<file path="src/rtl/multicycle_control_fsm_if.sv">
// Memory handshake bundle between the multicycle control unit and the
// memory/bus side of the datapath.
//   master (control unit): drives MemRequest, MemWrite, InstructionOrData,
//                          MemSize, MemUnsigned; samples MemReady
//   slave  (memory side) : the reverse directions
interface multicycle_control_fsm_if;
  logic       MemRequest;
  logic       MemReady;
  logic       MemWrite;
  logic       InstructionOrData;
  logic [1:0] MemSize;
  logic       MemUnsigned;

  modport master (
    output MemRequest, MemWrite, InstructionOrData, MemSize, MemUnsigned,
    input  MemReady
  );

  modport slave (
    input  MemRequest, MemWrite, InstructionOrData, MemSize, MemUnsigned,
    output MemReady
  );
endinterface

</file>
<file path="src/rtl/multicycle_control_fsm.sv">
// Control unit for the multicycle RV32I core: sequences fetch, decode,
// execute, memory and writeback, drives every datapath enable and mux select,
// handles a variable-latency memory handshake with optional timeout, and keeps
// cycle / retired-instruction counters.
//
// Parameters: MEM_TIMEOUT (max wait cycles per access, 0 = no timeout),
//             CNT_W (performance counter width).
// Ports: clk, reset (sync, active-high); opcode/funct3/funct7, Zero from the
//        datapath; mem (master modport: MemRequest/MemReady/MemWrite/
//        InstructionOrData/MemSize/MemUnsigned); datapath enables PCEnable,
//        InstructionRegisterEnable, REGAEnable, REGBEnable, RegWrite;
//        selects ImmediateSrc, ALUSrcA, ALUSrcB, ResultSrc, ALUControlSignal;
//        sticky Illegal/BusError; CycleCount, InstRetired.
// Mux encodings: ALUSrcA 00 PC, 01 OldPC, 10 rs1 reg;
//                ALUSrcB 00 rs2 reg, 01 ImmExt, 10 const 4;
//                ResultSrc 00 ALUOut, 01 memory data, 10 ALUResult, 11 ImmExt.
// Build option: define ILLEGAL_TRAP_EN to trap on illegal encodings.
module multicycle_control_fsm #(
  parameter int unsigned MEM_TIMEOUT = 16,
  parameter int unsigned CNT_W       = 32
) (
  input  logic                       clk,
  input  logic                       reset,
  input  logic [6:0]                 opcode,
  input  logic [2:0]                 funct3,
  input  logic [6:0]                 funct7,
  input  logic                       Zero,
  multicycle_control_fsm_if.master   mem,
  output logic                       PCEnable,
  output logic                       InstructionRegisterEnable,
  output logic                       REGAEnable,
  output logic                       REGBEnable,
  output logic                       RegWrite,
  output logic [2:0]                 ImmediateSrc,
  output logic [1:0]                 ALUSrcA,
  output logic [1:0]                 ALUSrcB,
  output logic [1:0]                 ResultSrc,
  output logic [3:0]                 ALUControlSignal,
  output logic                       Illegal,
  output logic                       BusError,
  output logic [CNT_W-1:0]           CycleCount,
  output logic [CNT_W-1:0]           InstRetired
);

  typedef enum logic [3:0] {
    FETCH, DECODE, RTYPE_EXEC, IMM_EXEC, ALU_WB, JAL_EXEC, JALR_EXEC, JALR_LINK,
    BRANCH, MEM_ADDR, LOAD_ACCESS, LOAD_WB, STORE_ACCESS, LUI_WB, AUIPC_EXEC, TRAP
  } state_t;

  localparam logic [6:0] OP_R     = 7'b0110011;
  localparam logic [6:0] OP_I     = 7'b0010011;
  localparam logic [6:0] OP_LOAD  = 7'b0000011;
  localparam logic [6:0] OP_STORE = 7'b0100011;
  localparam logic [6:0] OP_BR    = 7'b1100011;
  localparam logic [6:0] OP_JAL   = 7'b1101111;
  localparam logic [6:0] OP_JALR  = 7'b1100111;
  localparam logic [6:0] OP_LUI   = 7'b0110111;
  localparam logic [6:0] OP_AUIPC = 7'b0010111;
  localparam logic [6:0] OP_FENCE = 7'b0001111;

  localparam int unsigned      WAIT_W   = (MEM_TIMEOUT > 0) ? $clog2(MEM_TIMEOUT + 1) : 1;
  localparam logic [WAIT_W-1:0] WAIT_MAX = WAIT_W'(MEM_TIMEOUT);

  state_t             r_state, w_next, w_dec;
  logic [WAIT_W-1:0]  r_wait;
  logic [CNT_W-1:0]   r_cycle, r_inst;
  logic               r_bus_err;
  logic               w_illegal_enc, w_timeout, w_taken, w_alt, w_in_mem, w_retire;
  logic               w_mem_req, w_mem_write, w_iord, w_uns;
  logic [1:0]         w_size;

  function automatic logic [3:0] alu_op(input logic [2:0] f3, input logic alt);
    case (f3)
      3'b000:  alu_op = alt ? 4'b0001 : 4'b0000;
      3'b001:  alu_op = 4'b0101;
      3'b010:  alu_op = 4'b1101;
      3'b011:  alu_op = 4'b1000;
      3'b100:  alu_op = 4'b0100;
      3'b101:  alu_op = alt ? 4'b0111 : 4'b0110;
      3'b110:  alu_op = 4'b0011;
      default: alu_op = 4'b0010;
    endcase
  endfunction

  // sub/sra variant selected by the canonical funct7 pattern
  assign w_alt     = (funct7 == 7'b0100000);
  assign w_in_mem  = (r_state == FETCH) || (r_state == LOAD_ACCESS) || (r_state == STORE_ACCESS);
  assign w_timeout = (MEM_TIMEOUT != 0) && (r_wait == WAIT_MAX) && !mem.MemReady;
  // Output decode follows FETCH while reset is held, whatever r_state is.
  assign w_dec     = reset ? FETCH : r_state;
  assign w_retire  = (w_next == FETCH) && (r_state != FETCH);

  always_comb begin
    w_illegal_enc = 1'b0;
    case (opcode)
      OP_R, OP_I, OP_JAL, OP_JALR, OP_LUI, OP_AUIPC, OP_FENCE: w_illegal_enc = 1'b0;
      OP_LOAD:  w_illegal_enc = (funct3 == 3'b011) || (funct3[2:1] == 2'b11);
      OP_STORE: w_illegal_enc = (funct3 >= 3'b011);
      OP_BR:    w_illegal_enc = (funct3[2:1] == 2'b01);
      default:  w_illegal_enc = 1'b1;
    endcase
  end

  always_comb begin
    w_taken = 1'b0;
    case (funct3)
      3'b000, 3'b101, 3'b111: w_taken = Zero;
      3'b001, 3'b100, 3'b110: w_taken = !Zero;
      default:                w_taken = 1'b0;
    endcase
  end

  always_comb begin
    w_next                    = r_state;
    PCEnable                  = 1'b0;
    InstructionRegisterEnable = 1'b0;
    REGAEnable                = 1'b0;
    REGBEnable                = 1'b0;
    RegWrite                  = 1'b0;
    ImmediateSrc              = 3'b000;
    ALUSrcA                   = 2'b00;
    ALUSrcB                   = 2'b00;
    ResultSrc                 = 2'b00;
    ALUControlSignal          = 4'b0000;
    w_mem_req                 = 1'b0;
    w_mem_write               = 1'b0;
    w_iord                    = 1'b0;
    w_size                    = 2'b10;
    w_uns                     = 1'b0;

    case (r_state)
      FETCH:        if (mem.MemReady) w_next = DECODE; else if (w_timeout) w_next = TRAP;
      DECODE: begin
        if (w_illegal_enc) begin
`ifdef ILLEGAL_TRAP_EN
          w_next = TRAP;
`else
          w_next = FETCH;
`endif
        end else begin
          case (opcode)
            OP_R:              w_next = RTYPE_EXEC;
            OP_I:              w_next = IMM_EXEC;
            OP_LOAD, OP_STORE: w_next = MEM_ADDR;
            OP_BR:             w_next = BRANCH;
            OP_JAL:            w_next = JAL_EXEC;
            OP_JALR:           w_next = JALR_EXEC;
            OP_LUI:            w_next = LUI_WB;
            OP_AUIPC:          w_next = AUIPC_EXEC;
            default:           w_next = FETCH;
          endcase
        end
      end
      RTYPE_EXEC, IMM_EXEC, AUIPC_EXEC, JAL_EXEC, JALR_LINK: w_next = ALU_WB;
      JALR_EXEC:    w_next = JALR_LINK;
      ALU_WB, LOAD_WB, LUI_WB, BRANCH: w_next = FETCH;
      MEM_ADDR:     w_next = (opcode == OP_STORE) ? STORE_ACCESS : LOAD_ACCESS;
      LOAD_ACCESS:  if (mem.MemReady) w_next = LOAD_WB; else if (w_timeout) w_next = TRAP;
      STORE_ACCESS: if (mem.MemReady) w_next = FETCH;   else if (w_timeout) w_next = TRAP;
      default:      w_next = TRAP;
    endcase

    case (w_dec)
      FETCH: begin
        w_mem_req                 = 1'b1;
        PCEnable                  = mem.MemReady && !reset;
        InstructionRegisterEnable = mem.MemReady;
        ALUSrcB                   = 2'b10;
        ResultSrc                 = 2'b10;
      end
      DECODE: begin
        REGAEnable   = 1'b1;
        REGBEnable   = 1'b1;
        ALUSrcA      = 2'b01;
        ALUSrcB      = 2'b01;
        ImmediateSrc = (opcode == OP_BR) ? 3'b010 : 3'b100;
      end
      RTYPE_EXEC: begin
        ALUSrcA          = 2'b10;
        ALUControlSignal = alu_op(funct3, w_alt);
      end
      IMM_EXEC: begin
        ALUSrcA          = 2'b10;
        ALUSrcB          = 2'b01;
        ALUControlSignal = alu_op(funct3, w_alt && (funct3 == 3'b101));
      end
      ALU_WB:  RegWrite = 1'b1;
      JAL_EXEC: begin
        // PC takes the target precomputed in DECODE; ALU forms the link value
        PCEnable = 1'b1;
        ALUSrcA  = 2'b01;
        ALUSrcB  = 2'b10;
      end
      JALR_EXEC: begin
        PCEnable  = 1'b1;
        ALUSrcA   = 2'b10;
        ALUSrcB   = 2'b01;
        ResultSrc = 2'b10;
      end
      JALR_LINK: begin
        ALUSrcA = 2'b01;
        ALUSrcB = 2'b10;
      end
      BRANCH: begin
        PCEnable         = w_taken;
        ALUSrcA          = 2'b10;
        ImmediateSrc     = 3'b010;
        ALUControlSignal = (funct3[2:1] == 2'b00) ? 4'b0001 :
                           (funct3[1] ? 4'b1000 : 4'b1101);
      end
      MEM_ADDR: begin
        ALUSrcA      = 2'b10;
        ALUSrcB      = 2'b01;
        ImmediateSrc = (opcode == OP_STORE) ? 3'b001 : 3'b000;
      end
      LOAD_ACCESS: begin
        w_mem_req = 1'b1;
        w_iord    = 1'b1;
        w_size    = funct3[1:0];
        w_uns     = funct3[2];
      end
      LOAD_WB: begin
        RegWrite  = 1'b1;
        ResultSrc = 2'b01;
        w_size    = funct3[1:0];
        w_uns     = funct3[2];
      end
      STORE_ACCESS: begin
        w_mem_req   = 1'b1;
        w_mem_write = 1'b1;
        w_iord      = 1'b1;
        w_size      = funct3[1:0];
      end
      LUI_WB: begin
        RegWrite     = 1'b1;
        ImmediateSrc = 3'b011;
        ResultSrc    = 2'b11;
      end
      AUIPC_EXEC: begin
        ALUSrcA      = 2'b01;
        ALUSrcB      = 2'b01;
        ImmediateSrc = 3'b011;
      end
      default: ;
    endcase
  end

  always_ff @(posedge clk) begin
    if (reset) begin
      r_state   <= FETCH;
      r_wait    <= '0;
      r_cycle   <= '0;
      r_inst    <= '0;
      r_bus_err <= 1'b0;
    end else begin
      r_state <= w_next;
      // Counts only while parked in the same memory state; any entry clears it.
      if (w_in_mem && (w_next == r_state) && (MEM_TIMEOUT != 0))
        r_wait <= r_wait + WAIT_W'(1);
      else
        r_wait <= '0;
      if (r_state != TRAP) r_cycle <= r_cycle + CNT_W'(1);
      if (w_retire)        r_inst  <= r_inst + CNT_W'(1);
      if (w_in_mem && (w_next == TRAP)) r_bus_err <= 1'b1;
    end
  end

`ifdef ILLEGAL_TRAP_EN
  logic r_illegal;
  always_ff @(posedge clk) begin
    if (reset)                                     r_illegal <= 1'b0;
    else if ((r_state == DECODE) && (w_next == TRAP)) r_illegal <= 1'b1;
  end
  assign Illegal = r_illegal;
`else
  assign Illegal = 1'b0;
`endif

  assign BusError              = r_bus_err;
  assign CycleCount            = r_cycle;
  assign InstRetired           = r_inst;
  assign mem.MemRequest        = w_mem_req;
  assign mem.MemWrite          = w_mem_write;
  assign mem.InstructionOrData = w_iord;
  assign mem.MemSize           = w_size;
  assign mem.MemUnsigned       = w_uns;

endmodule

</file>
<file path="src/flat_wrapper.sv">
// flat-port wrapper written by rule: the top's interface ports become plain ports
module multicycle_control_fsm_flat 
#(
  parameter int unsigned MEM_TIMEOUT = 16,
  parameter int unsigned CNT_W       = 32
)
  (clk, reset, opcode, funct3, funct7, Zero, PCEnable, InstructionRegisterEnable, REGAEnable, REGBEnable, RegWrite, ImmediateSrc, ALUSrcA, ALUSrcB, ResultSrc, ALUControlSignal, Illegal, BusError, CycleCount, InstRetired, mem_MemRequest, mem_MemWrite, mem_InstructionOrData, mem_MemSize, mem_MemUnsigned, mem_MemReady);
  multicycle_control_fsm_if mem_i ();
  input  logic clk;
  input  logic reset;
  input  logic [6:0] opcode;
  input  logic [2:0] funct3;
  input  logic [6:0] funct7;
  input  logic Zero;
  output logic PCEnable;
  output logic InstructionRegisterEnable;
  output logic REGAEnable;
  output logic REGBEnable;
  output logic RegWrite;
  output logic [2:0] ImmediateSrc;
  output logic [1:0] ALUSrcA;
  output logic [1:0] ALUSrcB;
  output logic [1:0] ResultSrc;
  output logic [3:0] ALUControlSignal;
  output logic Illegal;
  output logic BusError;
  output logic [CNT_W-1:0] CycleCount;
  output logic [CNT_W-1:0] InstRetired;
  output wire logic [$bits(mem_i.MemRequest)-1:0] mem_MemRequest;
  output wire logic [$bits(mem_i.MemWrite)-1:0] mem_MemWrite;
  output wire logic [$bits(mem_i.InstructionOrData)-1:0] mem_InstructionOrData;
  output wire logic [$bits(mem_i.MemSize)-1:0] mem_MemSize;
  output wire logic [$bits(mem_i.MemUnsigned)-1:0] mem_MemUnsigned;
  input wire logic [$bits(mem_i.MemReady)-1:0] mem_MemReady;
  assign mem_MemRequest = mem_i.MemRequest;
  assign mem_MemWrite = mem_i.MemWrite;
  assign mem_InstructionOrData = mem_i.InstructionOrData;
  assign mem_MemSize = mem_i.MemSize;
  assign mem_MemUnsigned = mem_i.MemUnsigned;
  assign mem_i.MemReady = mem_MemReady;
  multicycle_control_fsm #(.MEM_TIMEOUT(MEM_TIMEOUT), .CNT_W(CNT_W)) u_core (.clk(clk), .reset(reset), .opcode(opcode), .funct3(funct3), .funct7(funct7), .Zero(Zero), .mem(mem_i), .PCEnable(PCEnable), .InstructionRegisterEnable(InstructionRegisterEnable), .REGAEnable(REGAEnable), .REGBEnable(REGBEnable), .RegWrite(RegWrite), .ImmediateSrc(ImmediateSrc), .ALUSrcA(ALUSrcA), .ALUSrcB(ALUSrcB), .ResultSrc(ResultSrc), .ALUControlSignal(ALUControlSignal), .Illegal(Illegal), .BusError(BusError), .CycleCount(CycleCount), .InstRetired(InstRetired));
endmodule
</file>
<file path="config.mk">
export PLATFORM = sky130hd
export DESIGN_NAME = multicycle_control_fsm_flat
export DESIGN_NICKNAME = d
export VERILOG_FILES = /design/src/rtl/multicycle_control_fsm_if.sv /design/src/rtl/multicycle_control_fsm.sv /design/src/flat_wrapper.sv
export SDC_FILE = /design/constraint.sdc
export NUM_CORES = 1
export LEC_CHECK = 0
export BUFFER_PORTS_ARGS = -buffer_cell sky130_fd_sc_hd__clkbuf_2
export CAP_MARGIN = 20
export CELL_PAD_IN_SITES_DETAIL_PLACEMENT = 1
export CELL_PAD_IN_SITES_GLOBAL_PLACEMENT = 1
export CORE_MARGIN = 2
export CORE_UTILIZATION = 39
export DETAILED_ROUTE_END_ITERATION = 10
export GPL_TIMING_DRIVEN = 0
export PLACE_DENSITY = 0.78
export SLEW_MARGIN = 10
export SYNTH_ARGS = -nofsm -noshare
export SYNTH_HDL_FRONTEND = slang
export SYNTH_SLANG_ARGS = --single-unit
</file>
<file path="constraint.sdc">
create_clock -name clk -period 3.17 [get_ports clk]
set_clock_uncertainty 0.05 [all_clocks]
set_input_delay 0 -clock clk [delete_from_list [all_inputs] [get_ports clk]]
set_output_delay 0 -clock clk [all_outputs]
set_load 0.02 [all_outputs]
</file>
==> results.sh, run 1 <==
export IMPL_num_antenna_cells=0
export IMPL_grt_pass1_vias=4843
export IMPL_viasPerCell=5.80
export IMPL_grt_max_degree=13
export IMPL_rsz0062_at_grt="false"
export IMPL_core_region_area_um2=10900
export IMPL_drc_errors=0
export IMPL_clock_power_share_pct=41.3
export IMPL_critical_path_class="reg2reg"
export IMPL_cp_slowest_cell="or4_1"
export IMPL_syn_num_nets=598
export IMPL_post_route_period_util_pct=92.3
export IMPL_leakage_nw=2.06
export IMPL_area_delta_synth_final_pct=20.9
export IMPL_worstPathArrival_ns=3.17
export IMPL_synth_edff_count=0
export IMPL_final_hold_viol_count=0
export IMPL_syn_inst=573
export IMPL_die_h_um=110
export IMPL_dieArea_um2=12100
export IMPL_worstPathMaxFanout=10
export IMPL_port_buffer_count=104
export IMPL_ys_warn_count=0
export IMPL_drive_gt1_share_pct=21.7
export IMPL_ys_flop_type="dfxtp_1"
export IMPL_ios=111
export IMPL_antenna_left=0
export IMPL_fmax_mhz=342
export IMPL_ys_ff_latch=74
export IMPL_critPathCaptureType="flop"
export IMPL_drv_slew=0
export IMPL_num_vias=4824
export IMPL_synth_cell_types=66
export IMPL_antenna_found_initial=0
export IMPL_setup_viol=0
export IMPL_syn_cell_area_um2=4380
export IMPL_seqPwrFrac_pct=48.5
export IMPL_swShare_pct=26.7
export IMPL_p_int_mw=1.43
export IMPL_synth_avg_cell_area_um2=7.64
export IMPL_ctsResizeCount=0
export IMPL_met3_length_um=720
export IMPL_die_w_um=110
export IMPL_required_ns=3.42
export IMPL_cts_root_buf="clkbuf_8"
export IMPL_initial_core_util_pct=40.2
export IMPL_wire_per_inst_um=17.7
export IMPL_tightestPinTransition_ns=0.823
export IMPL_worstPathCellList="buf_2 > nor2_1 > a21boi_1 > o311ai_1 > o211ai_1 > or3_4 > buf_6 > or4_1 > a21oi_1"
export IMPL_power_density_nw_per_um2=368
export IMPL_relSlewSlack_pct=44.4
export IMPL_comb_power_share_pct=10.2
export IMPL_cts_buffer_depth=2
export IMPL_cts_buffers=9
export IMPL_dr_wl_met2_um=7370
export IMPL_wl_met1_um=6250
export IMPL_yosysSeqAreaShare_pct=33.8
export IMPL_cap_violations=0
export IMPL_grtUsageTotal_pct=25.2
export IMPL_dp_hpwl_um=11000
export IMPL_grt_pass1_wl_um=23900
export IMPL_fp_row_count=38
export IMPL_holdBufCountCts=0
export IMPL_clock_latency_ns=0.37
export IMPL_clk_pin_slew_ns=0.08
export IMPL_drt_initial_drc_count=242
export IMPL_nets=713
export IMPL_wl_um=14700
export IMPL_cpPeakStageDelay_ns=0.53
export IMPL_stdcell_count=832
export IMPL_cts_tree="built"
export IMPL_first_pass_iters=6
export IMPL_cts_sinks=74
export IMPL_cts_setup_buffers=0
export IMPL_finalCriticalPeriod_ns=2.93
export IMPL_synthArstFlopShare_pct=0
export IMPL_p_sw_mw=0.520
export IMPL_tns_ns=0
export IMPL_vdd_ir_drop_max_v=0.000218
export IMPL_fillCellCount=1445
export IMPL_routed_top_layer="met4"
export IMPL_overflow=0
export IMPL_place_congestion=0.903
export IMPL_dp_cells=817
export IMPL_status="finished clean"
export IMPL_min_path_type="in2reg"
export IMPL_startpoint_type="flop"
export IMPL_htreeDepth=3
power groups by stage:
stage | Combinational, mW | Clock, mW | Sequential (mW)
2_1_floorplan | 0.123 | 0 | 0.971
3_3_place_gp | 0.190 | 0 | 0.966
3_5_place_dp | 0.196 | 0 | 0.967
4_1_cts | 0.198 | 0.828 | 0.945
5_1_grt | 0.217 | 0.863 | 0.947
6_report | 0.198 | 0.805 | 0.945
layer usage:
metal / global-route usage [%] / vias to the layer above
met5: 0 / -
met4: 10.1 / 0
met3: 4.00 / 29
met2: 44.3 / 148
met1: 30.6 / 2354
li1: - / 2293
critical path, delay by kind of cell (launching register included):
family	cells	cell delay, ns
AO/OA/AOI/OAI	4	0.83
buffers and inverters	2	0.44
flip-flops	1	0.47
AND/OR/NAND/NOR	3	1.05
area by class of cell:
class,count,area (µm²),share of cell area (%)
buffer,38,205,3.88
clock buffer,12,165,3.12
clock inverter,3,46.3,0.874
inverter,18,67.6,1.28
multi-input combinational,443,2630,49.7
sequential,74,1480,28.0
tap,140,175,3.31
timing repair buffer,104,520,9.83
flip-flops by register name (all words and copies together) (netlist names):
register	flops
u_core.CycleCount	32
u_core.InstRetired	32
u_core.r_wait	5
u_core.r_state	4
u_core.BusError	1
cell usage after synthesis (all sizes together) (8+ instances only):
master | number | share of area (%)
and3 | 12 | 1.7
nand4 | 19 | 2.7
nand3 | 34 | 3.9
dfxtp | 74 | 34
or3 | 31 | 4.5
nor2 | 64 | 5.5
nand2 | 47 | 4.0
clkbuf | 19 | 1.7
o21ai | 43 | 4.9
buf | 19 | 3.0
xor2 | 21 | 4.2
nor3 | 8 | 0.91
inv | 18 | 1.5
a21oi | 50 | 5.7
nor4 | 10 | 1.6
xnor2 | 12 | 2.4
layout by cell type (no fill, tap or decap), types with 5 or more instances in the layout:
cell / count
xnor2_1: 12
and3_1: 12
nand4_1: 19
nor3_1: 8
nor2_1: 64
or3_1: 30
dfxtp_1: 74
a21oi_1: 50
xor2_1: 21
clkbuf_8: 12
o21ai_0: 31
buf_6: 5
nor2b_1: 7
buf_2: 7
o21ai_1: 12
clkbuf_2: 105
o31ai_1: 7
clkbuf_1: 18
nand2_1: 47
or4_1: 6
nand3_1: 34
inv_1: 18
nor4_1: 8
and4_1: 7
final timing paths:
check	endpoint	cells after the start	start	slack, ns
worst min register to register	u_core.r_wait[0]$_SDFF_PP0_	1	u_core.r_wait[0]$_SDFF_PP0_	0.42
worst min-delay path	u_core.r_state[3]$_SDFF_PP0_	4	opcode[2]	0.08
worst max-delay path	u_core.InstRetired[29]$_SDFFE_PP0P_	9	u_core.r_state[2]$_SDFF_PP0_	0.24
worst max register to register	u_core.InstRetired[29]$_SDFFE_PP0P_	9	u_core.r_state[2]$_SDFF_PP0_	0.24
logic make-up (layout without fill, tap and decap cells):
logic type               count (synthesis)  count (layout)  synth area share (%)
AO/OA/AOI/OAI                          135             135                  18.8
XOR/XNOR                                33              33                  6.60
adder cells (fa/ha/maj)                  4               4                  1.14
buffers and inverters                   56             175                  6.23
flip-flops                              74              74                  33.8
multiplexers                             1               1                 0.343
other                                    1               1                0.0856
AND/OR/NAND/NOR                        269             269                  33.0
per-stage QoR:
step	util (%)	power, mW	worst slack (ns)	hold WS [ns]	area [µm²]
global placement	46.6	1.16	0.235	0.390	5080
floorplan	-	1.09	0.591	0.263	4380
detailed placement	46.6	1.16	0.206	0.397	5080
global route	48.6	2.03	0.0459	0.0840	5290
finish	48.6	1.95	0.243	0.0788	5290
CTS	48.6	1.97	0.196	0.0541	5290
No activity file was read; power rests on OpenSTA's default activity.
==> inputs of run 2 (changes only) <==
Settings changed: GPL_TIMING_DRIVEN 0 to not set.
==> results.sh, run 2 (synthesized netlist as in run 1, its figures left out) <==
export IMPL_holdWs_ns=0.137
export IMPL_status="finished clean"
export IMPL_reg2reg_slack_ns=0.21
export IMPL_power_density_nw_per_um2=359
export IMPL_wl_um=13400
export IMPL_finalCriticalPeriod_ns=2.96
export IMPL_num_antenna_cells=0
export IMPL_place_congestion=0.839
export IMPL_drc_errors=0
export IMPL_viasPerCell=5.67
export IMPL_required_ns=3.41
export IMPL_fp_row_count=38
export IMPL_worstPathCellList="nor2b_1 > o21ai_0 > o22a_1 > o41ai_4 > or3_4 > buf_4 > or4_1 > a21oi_1"
export IMPL_layout_commonest_cell="clkbuf_2"
export IMPL_leakage_nw=2.04
export IMPL_worst_slack_ns=0.207
export IMPL_tightestPinTransition_ns=0.728
export IMPL_final_hold_viol_count=0
export IMPL_holdBufCountCts=0
export IMPL_post_route_util_pct=47.7
export IMPL_layout_common_cells="109 x clkbuf_2, 74 x dfxtp_1, 64 x nor2_1, 50 x a21oi_1, 47 x nand2_1"
export IMPL_die_w_um=110
export IMPL_tns_ns=0
export IMPL_drv_slew=0
export IMPL_relSlewSlack_pct=51.5
export IMPL_timing_rr_start="u_core.r_state[2]$_SDFF_PP0_"
export IMPL_initial_core_util_pct=40.2
export IMPL_clk_pin_slew_ns=0.08
export IMPL_htreeDepth=3
export IMPL_overflow=0
export IMPL_ctsResizeCount=0
export IMPL_wire_per_inst_um=16.6
export IMPL_grtUsageTotal_pct=22.6
export IMPL_startpoint_type="flop"
export IMPL_port_buffer_count=109
export IMPL_area_delta_synth_final_pct=18.7
export IMPL_clock_latency_ns=0.37
export IMPL_worstPathArrival_ns=3.20
export IMPL_fmax_mhz=338
export IMPL_post_route_period_util_pct=93.5
export IMPL_grt_pass1_vias=4462
export IMPL_cts_setup_buffers=0
export IMPL_cp_startpoint="u_core.r_state[2]$_SDFF_PP0_"
export IMPL_worstReg2RegEnd="u_core.InstRetired[8]$_SDFFE_PP0P_"
export IMPL_cts_tree="built"
export IMPL_cts_sinks=74
export IMPL_antenna_left=0
export IMPL_fillCellCount=1408
export IMPL_cpPeakStageDelay_ns=0.66
export IMPL_setup_viol=0
export IMPL_worstPathMaxFanout=18
export IMPL_critical_path_class="reg2reg"
export IMPL_dp_hpwl_um=10200
export IMPL_nets=693
export IMPL_core_region_area_um2=10900
export IMPL_reg2reg_depth=8
export IMPL_antenna_found_initial=0
export IMPL_grt_pass1_wl_um=21600
export IMPL_drive_gt1_share_pct=22.2
export IMPL_cts_root_buf="clkbuf_8"
export IMPL_ios=111
export IMPL_num_vias=4605
export IMPL_cts_buffer_depth=2
export IMPL_dieArea_um2=12100
export IMPL_min_path_type="in2reg"
export IMPL_cap_violations=0
export IMPL_vdd_ir_drop_max_v=0.000262
export IMPL_totalPowerFinal_mw=1.87
export IMPL_drt_initial_drc_count=207
export IMPL_first_pass_iters=4
export IMPL_critPathCaptureType="flop"
export IMPL_die_h_um=110
export IMPL_crit_end="u_core.InstRetired[8]$_SDFFE_PP0P_"
export IMPL_rsz0062_at_grt="false"
export IMPL_grt_max_degree=37
export IMPL_cp_slowest_cell="dfxtp_1"
export IMPL_dp_slack_ns=0.278
export IMPL_cts_buffers=9
run 2: cell count changes in the layout (fill, tap and decap cells not counted), sizes merged:
cell | before | now
buf | 19 | 13
clkbuf | 135 | 120
clkinv | 0 | 1
run 2: final cells by class:
cell class                 count  area (µm²)  share of cell area, %
clock buffer                  11         141                   2.72
clock inverter                 4        51.3                  0.987
inverter                      18        67.6                   1.30
multi-input combinational    443        2630                   50.5
sequential                    74        1480                   28.5
tap                          140         175                   3.37
timing repair buffer         122         656                   12.6
run 2: layer usage:
layer  vias up  GRT usage (%)  routed length (µm)
li1       2246              -                   -
met1      2245           27.2                5840
met3        22           4.53                 570
met2        92           39.5                6730
met4         0           8.41                 297
met5         -              0                   0
run 2: worst min-delay path by stage:
stage               cells after the start                           end  slack [ns]                               start
global route                            4  u_core.r_state[3]$_SDFF_PP0_        0.16                           opcode[2]
global placement                        3           ALUControlSignal[2]        0.38                           funct3[1]
CTS                                     4  u_core.r_state[3]$_SDFF_PP0_        0.12                           opcode[2]
detailed placement                      1                CycleCount[31]        0.40  u_core.CycleCount[31]$_SDFFE_PP0P_
finish                                  4  u_core.r_state[3]$_SDFF_PP0_        0.14                           opcode[2]
floorplan                               2     InstructionRegisterEnable        0.26                        mem_MemReady
run 2: stage by stage:
step / area [µm²] / instances
3_5_place_dp: 5010 / 797
5_1_grt: 5200 / 812
4_1_cts: 5200 / 812
3_3_place_gp: 5010 / 797
6_report: 5200 / 812
2_1_floorplan: 4380 / 573
run 2: power by group:
group	internal, mW	leakage (nW)	switching (mW)
Sequential	0.936	0.597	0.0109
Combinational	0.0602	1.34	0.117
Clock	0.382	0.0958	0.360
run 2: critical path, delay by kind of cell, from the launching register on:
kind            cells  cell delay [ns]
buf+inv             1             0.21
compound gates      4             0.81
flops               1             0.66
simple gates        3             1.14
